## src/rtl/p1v_reset_sequencer.sv

```systemverilog
// p1v_reset_sequencer: produces the single registered active-low reset for the
// P1V core. It merges three sources: PLL lock / power-on, a debounced and
// stretched board push-button, and a glitch-filtered Prop Plug reset line.
// The one-cycle release strobe is named release_pulse because `release` is a
// reserved word in SystemVerilog.
// Optional feature macro: P1V_RESET_CAUSE_EN adds the cause[1:0] output.
module p1v_reset_sequencer #(
    parameter int HOLD_CYCLES     = 8000000,
    parameter int DEBOUNCE_CYCLES = 1600000,
    parameter int PLUG_MIN_CYCLES = 16,
    parameter int SYNC_STAGES     = 2        // minimum 2
) (
    input  logic       clock_160,
    input  logic       res,
    input  logic       pll_locked,
    input  logic       key_n,
    input  logic       plug_resn,
    output logic       inp_resn,
    output logic       release_pulse
`ifdef P1V_RESET_CAUSE_EN
    ,
    output logic [1:0] cause
`endif
);

    localparam int MAX_CYCLES = (HOLD_CYCLES > DEBOUNCE_CYCLES) ? HOLD_CYCLES : DEBOUNCE_CYCLES;
    localparam int CNT_W      = $clog2(MAX_CYCLES + 1);
    localparam int PLUG_W     = $clog2(PLUG_MIN_CYCLES + 1);

    localparam logic [CNT_W-1:0]  HOLD_LOAD = CNT_W'(HOLD_CYCLES - 1);
    localparam logic [CNT_W-1:0]  DEB_LOAD  = CNT_W'(DEBOUNCE_CYCLES - 1);
    localparam logic [PLUG_W-1:0] PLUG_LAST = PLUG_W'(PLUG_MIN_CYCLES - 1);

    typedef enum logic [1:0] {
        ST_LOCKWAIT,
        ST_HOLD,
        ST_RUN,
        ST_DEBOUNCE
    } state_t;

    logic [SYNC_STAGES-1:0] key_sync_q, key_sync_d;
    logic [SYNC_STAGES-1:0] plug_sync_q, plug_sync_d;
    logic [SYNC_STAGES-1:0] lock_sync_q, lock_sync_d;
    logic                   key_s, plug_s, locked_s;

    logic [PLUG_W-1:0]      plug_cnt_q, plug_cnt_d;
    logic                   plug_low_q, plug_low_d;
    logic                   plug_f;

    state_t                 state_q, state_d;
    logic [CNT_W-1:0]       cnt_q, cnt_d;
    logic                   inp_resn_q, inp_resn_d;
    logic                   release_q, release_d;

    assign key_s    = key_sync_q[SYNC_STAGES-1];
    assign plug_s   = plug_sync_q[SYNC_STAGES-1];
    assign locked_s = lock_sync_q[SYNC_STAGES-1];

    // A plug that reads high releases its hold immediately, without waiting a cycle.
    assign plug_f = plug_s | ~plug_low_q;

    // Synchronizer shift chains and plug glitch filter next-state.
    always_comb begin
        key_sync_d  = {key_sync_q[SYNC_STAGES-2:0], key_n};
        plug_sync_d = {plug_sync_q[SYNC_STAGES-2:0], plug_resn};
        lock_sync_d = {lock_sync_q[SYNC_STAGES-2:0], pll_locked};

        // Count consecutive low samples, saturating once the filter has tripped.
        if (plug_s) begin
            plug_cnt_d = '0;
            plug_low_d = 1'b0;
        end else begin
            plug_cnt_d = (plug_cnt_q == PLUG_LAST) ? plug_cnt_q : plug_cnt_q + 1'b1;
            plug_low_d = plug_low_q | (plug_cnt_q == PLUG_LAST);
        end
    end

    // Sequencer next-state, shared hold/debounce counter and reset output.
    always_comb begin
        // NOTE: every output gets a default first so no path leaves it unassigned (no latches).
        state_d = state_q;
        cnt_d   = cnt_q;

        if (!locked_s) begin
            // Losing lock overrides everything else.
            state_d = ST_LOCKWAIT;
            cnt_d   = '0;
        end else begin
            case (state_q)
                ST_LOCKWAIT: begin
                    state_d = ST_HOLD;
                    cnt_d   = HOLD_LOAD;
                end
                ST_HOLD: begin
                    if (!key_s) begin
                        cnt_d = HOLD_LOAD;        // holding the button extends reset
                    end else if (cnt_q == '0) begin
                        state_d = ST_RUN;
                    end else begin
                        cnt_d = cnt_q - 1'b1;
                    end
                end
                ST_RUN: begin
                    if (!key_s) begin
                        state_d = ST_DEBOUNCE;
                        cnt_d   = DEB_LOAD;
                    end
                end
                ST_DEBOUNCE: begin
                    if (key_s) begin
                        state_d = ST_RUN;         // bounce: back to normal operation
                        cnt_d   = '0;
                    end else if (cnt_q == '0) begin
                        state_d = ST_HOLD;
                        cnt_d   = HOLD_LOAD;
                    end else begin
                        cnt_d = cnt_q - 1'b1;
                    end
                end
                default: begin
                    state_d = ST_LOCKWAIT;
                    cnt_d   = '0;
                end
            endcase
        end

        inp_resn_d = ((state_d == ST_RUN) || (state_d == ST_DEBOUNCE)) && plug_f;
        release_d  = inp_resn_d & ~inp_resn_q;
    end

    // State registers; res puts everything back to the power-on state.
    always_ff @(posedge clock_160) begin
        // NOTE: sequential state uses non-blocking assignments so every flop samples pre-edge values.
        if (res) begin
            key_sync_q  <= '1;
            plug_sync_q <= '1;
            lock_sync_q <= '0;
            plug_cnt_q  <= '0;
            plug_low_q  <= 1'b0;
            state_q     <= ST_LOCKWAIT;
            cnt_q       <= '0;
            inp_resn_q  <= 1'b0;
            release_q   <= 1'b0;
        end else begin
            key_sync_q  <= key_sync_d;
            plug_sync_q <= plug_sync_d;
            lock_sync_q <= lock_sync_d;
            plug_cnt_q  <= plug_cnt_d;
            plug_low_q  <= plug_low_d;
            state_q     <= state_d;
            cnt_q       <= cnt_d;
            inp_resn_q  <= inp_resn_d;
            release_q   <= release_d;
        end
    end

    assign inp_resn      = inp_resn_q;
    assign release_pulse = release_q;

`ifdef P1V_RESET_CAUSE_EN
    logic [1:0] cause_q, cause_d;

    // Capture the reset source on each falling edge of inp_resn (PLL > button > plug).
    always_comb begin
        cause_d = cause_q;
        if (inp_resn_q && !inp_resn_d) begin
            if (state_d == ST_LOCKWAIT) begin
                cause_d = 2'b00;
            end else if (state_d == ST_HOLD) begin
                cause_d = 2'b01;
            end else begin
                cause_d = 2'b10;
            end
        end
    end

    // Cause register, held until the next fall.
    always_ff @(posedge clock_160) begin
        if (res) begin
            cause_q <= 2'b00;
        end else begin
            cause_q <= cause_d;
        end
    end

    assign cause = cause_q;
`endif

endmodule

```

## config.mk

```make
export PLATFORM = sky130hd
export DESIGN_NAME = p1v_reset_sequencer
export DESIGN_NICKNAME = d
export VERILOG_FILES = /design/src/rtl/p1v_reset_sequencer.sv
export SDC_FILE = /design/constraint.sdc
export NUM_CORES = 1
export LEC_CHECK = 0
export ABC_AREA = 0
export ABC_CLOCK_PERIOD_IN_PS = 2300
export CAP_MARGIN = 10
export CORE_ASPECT_RATIO = 0.8
export CORE_MARGIN = 1
export CORE_UTILIZATION = 40
export DETAILED_ROUTE_END_ITERATION = 8
export HOLD_SLACK_MARGIN = 0.03
export SETUP_SLACK_MARGIN = 0.5
export SLEW_MARGIN = 10
export SYNTH_ARGS = -nofsm -noshare
export SYNTH_HDL_FRONTEND = slang
export SYNTH_SLANG_ARGS = --single-unit
```

## constraint.sdc

```tcl
create_clock -name clock_160 -period 2.3 [get_ports clock_160]
set_input_delay 0.345 -clock clock_160 [delete_from_list [all_inputs] [get_ports clock_160]]
set_output_delay 0.345 -clock clock_160 [all_outputs]
set_load 0.02 [all_outputs]
```

==> flow_metrics.py <==
metrics = {
    "status": {
        "outcome": "finished, final reports clean",
    },
    "power_and_ir_drop": {
        "ir_worst_vdd_mv": 0.266,
        "switchingPower_mw": 0.435,
        "p_sw_frac": 0.283,
        "p_comb_frac": 0.234,
        "pwr-share-clk": 0.309,
        "power_frac_seq": 0.457,
        "pwr_density_cell_nw_per_um2": 529,
        "p_leak_nw": 1.18,
        "total_power_mw": 1.54,
        "p_int_mw": 1.10,
    },
    "worst_setup_path": {
        "crit_buf_inv": 0,
        "cpLargestDelayFamily": "simple AND/OR/NAND/NOR gates",
        "r2r-end": "cnt_q[19]$_SDFFE_PP0P_",
        "critPathCapture": "cnt_q[19]$_SDFFE_PP0P_",
        "crit_type": "register to register",
        "cp_num_cells": 4,
        "slowest_delay_ns": 0.56,
        "required_ns": 2.49,
        "critPathMostFrequentCell": "or4_4",
        "crit_path_start_kind": "register",
        "worstPathMaxFanout": 5,
        "r2r_start": "cnt_q[17]$_SDFFE_PP0P_",
        "crit_chain": "or4_4 > or4_4 > or4b_1 > o211a_1",
        "cp_slowest_cell": "or4_4",
        "r2r_setup_slack_ns": 0.20,
        "startpoint": "cnt_q[17]$_SDFFE_PP0P_",
        "worstPathArrival_ns": 2.29,
        "worst_setup_path_end_kind": "register",
        "ff2ff_path_depth": 4,
    },
    "route": {
        "ant_nets": 0,
        "wl_per_cell_um": 17.1,
        "first_pass_iters": 5,
        "viasPerCell": 5.90,
        "num_vias": 2243,
        "initialDrtViolationCount": 222,
        "routed_wl_mm": 6.49,
        "remaining_drc_errors": 0,
    },
    "cells_and_area": {
        "fin_area_um2": 2910,
        "drive_above_1_share": 0.331,
        "fillerInstances": 511,
        "areaGrowthSynthToFinish_pct": 29.4,
        "nNetsFinal": 310,
        "diodes": 0,
    },
    "timing": {
        "whs_ns": 0.413,
        "fin_setup_tns_ns": 0,
        "rsz0062_at_grt": "true",
        "fmax_mhz": 475,
        "setup-violations-final": 0,
        "slew_headroom": 0.718,
        "fin_skew_ns": 0.00795,
        "min_period_over_period": 0.915,
        "period_needed_ns": 2.10,
        "tightest_slew_ns": 0.422,
        "slew_viol_final": 0,
        "hold_viol": 0,
    },
    "logic_synthesis": {
        "avgSynthCellArea_um2": 8.59,
        "synth_seq_cells": 39,
        "synth.distinct_cells": 61,
        "synth_seq_area_share": 0.347,
        "synth_edf_count": 0,
        "synth.largest_area_cell": "dfxtp_1",
        "synth.net_count": 270,
        "syn-instance-count": 262,
        "synth_area_um2": 2250,
        "synthArstFlopShare": 0,
        "synth_top_area_share": 0.347,
        "synth_area_leaders": "dfxtp_1 35%, a21oi_1 4.0%, o21ai_0 3.6%, nor2_1 3.5%, nor3_1 2.7%",
        "synth_ff_type": "dfxtp_1",
        "ys_warn_count": 0,
    },
    "clock_network": {
        "clockRootBuffer": "clkbuf_8",
        "h-tree-depth": 2,
        "cts_tree": "yes",
        "cts_sinks": 39,
        "cts_hold_buf": 0,
        "path_clk_slew_ns": 0.07,
        "numCtsBuffers": 5,
        "clkLatencyLatePin_ns": 0.30,
        "clockBufferDepth": 2,
    },
    "floorplanning": {
        "die_y_um": 69.1,
        "fp.dieArea_um2": 5930,
        "io_pins": 7,
        "start_util": 0.414,
        "rows": 24,
        "fp.coreArea_um2": 5440,
        "die_w_um": 85.8,
    },
    "flow_run": {
        "cap_violations": 0,
    },
    "global_route": {
        "grt_pass1_wl_mm": 10.5,
        "grt_usage": 0.228,
        "grt_max_degree": 14,
        "grt_pass1_vias": 2107,
        "grt_antenna_before_repair": 0,
        "overflow": 0,
    },
    "place": {
        "hpwlAfterDp_mm": 4.37,
        "placed_cell_area_um2": 2520,
        "buffer_ports.inserted": 6,
        "gp_congestion": 0.895,
    },
    "worst_hold_path": {
        "hold_path_class": "register to register",
        "holdCritStartpoint": "plug_sync_q[0]$_SDFF_PP1_",
    },
}
-- cell usage in the layout, fill, tap and decap left out, types with 4 or more instances in the layout --
cell / count
nor3_1: 11
and3_1: 4
nand4_1: 6
clkdlybuf4s50_1: 6
a21oi_1: 15
nand2b_1: 5
a211oi_1: 5
buf_6: 7
dfxtp_1: 32
nor2_1: 21
or3_1: 4
o21ai_0: 15
clkbuf_8: 6
nor2b_1: 7
buf_4: 31
xor2_1: 6
nor3_4: 4
or4_4: 6
dfxtp_2: 5
or2_2: 5
nand2_1: 10
nand3_1: 7
-- cells by family (layout without fill, tap and decap cells) --
logic type	after synthesis	in the layout	synth area share
adders and majority gates	3	3	0.0167
xor gates and xnor gates	8	8	0.0311
AOI/OAI and AO/OA	71	71	0.210
and+or+nand+nor	123	123	0.341
muxes	1	1	0.00445
DFF	39	39	0.347
buffers and inverters	17	57	0.0489
-- Yosys cell counts, types with 4 or more instances --
| cell | count |
|---|---|
| nand2_1 | 11 |
| nor2b_1 | 7 |
| xor2_1 | 6 |
| nor3_2 | 5 |
| a21oi_1 | 18 |
| dfxtp_1 | 39 |
| or2_2 | 5 |
| nor3_1 | 12 |
| nand4_1 | 6 |
| and3_1 | 4 |
| nor4_1 | 5 |
| a211oi_1 | 6 |
| or3_1 | 6 |
| clkbuf_1 | 6 |
| o21ai_0 | 16 |
| nand2b_1 | 5 |
| nor2_1 | 21 |
| nand3_1 | 7 |
| inv_1 | 5 |
-- flip-flops by register name, indices dropped and copies added (netlist names) --
signal         count
cnt_q             23
plug_cnt_q         5
release_pulse      1
key_sync_q         2
plug_low_q         1
inp_resn           1
plug_sync_q        2
lock_sync_q        2
state_q            2
-- metrics by stage --
| stage | instances | util | setup WS (ns) |
|---|---|---|---|
| after CTS | 376 | 0.518 | 0.182 |
| after detailed placement | 354 | 0.463 | 0.193 |
| final | 380 | 0.535 | 0.196 |
| after floorplan | 262 | - | 0.251 |
| after global routing | 380 | 0.535 | 0.164 |
| after global placement | 354 | 0.463 | 0.206 |
-- layout make-up --
cell class | count | area (um^2) | share of cell area
clock inverter | 1 | 5.00 | 0.00172
tap | 78 | 97.6 | 0.0335
multi-input combinational | 206 | 1530 | 0.527
clock buffer | 6 | 82.6 | 0.0284
sequential | 39 | 795 | 0.273
inverter | 5 | 21.3 | 0.00731
timing repair buffer | 45 | 377 | 0.129
-- timing repair --
action | in CTS | in global routing
gates cloned | 1 | 0
resized for setup | 23 | 16
endpoints found under the setup margin | 26 | 26
pin swaps | 15 | 13
setup buffers | 14 | 4
-- power groups by stage --
| stage | clock network [mW] | logic [mW] | registers, mW |
|---|---|---|---|
| after floorplan | 0 | 0.172 | 0.715 |
| after global placement | 0 | 0.249 | 0.720 |
| after detailed placement | 0 | 0.248 | 0.721 |
| after CTS | 0.487 | 0.319 | 0.704 |
| after global routing | 0.513 | 0.385 | 0.705 |
| final | 0.477 | 0.360 | 0.703 |
-- layer usage --
| metal | GRT usage | routed length (um) |
|---|---|---|
| met5 | 0 | 0 |
| met3 | 0.0479 | 465 |
| met1 | 0.315 | 2990 |
| met2 | 0.359 | 2940 |
| met4 | 0.0648 | 89 |
-- how the worst min path moves through the flow --
stage / to / slack [ns] / depth (start not counted)
5_1_grt: plug_sync_q[1]$_SDFF_PP1_ / 0.43 / 1
4_1_cts: plug_sync_q[1]$_SDFF_PP1_ / 0.42 / 1
3_3_place_gp: plug_sync_q[1]$_SDFF_PP1_ / 0.39 / 1
2_1_floorplan: key_sync_q[1]$_SDFF_PP1_ / 0.39 / 1
6_report: plug_sync_q[1]$_SDFF_PP1_ / 0.41 / 1
3_5_place_dp: plug_sync_q[1]$_SDFF_PP1_ / 0.40 / 1
(Power assumes the default switching activity.)
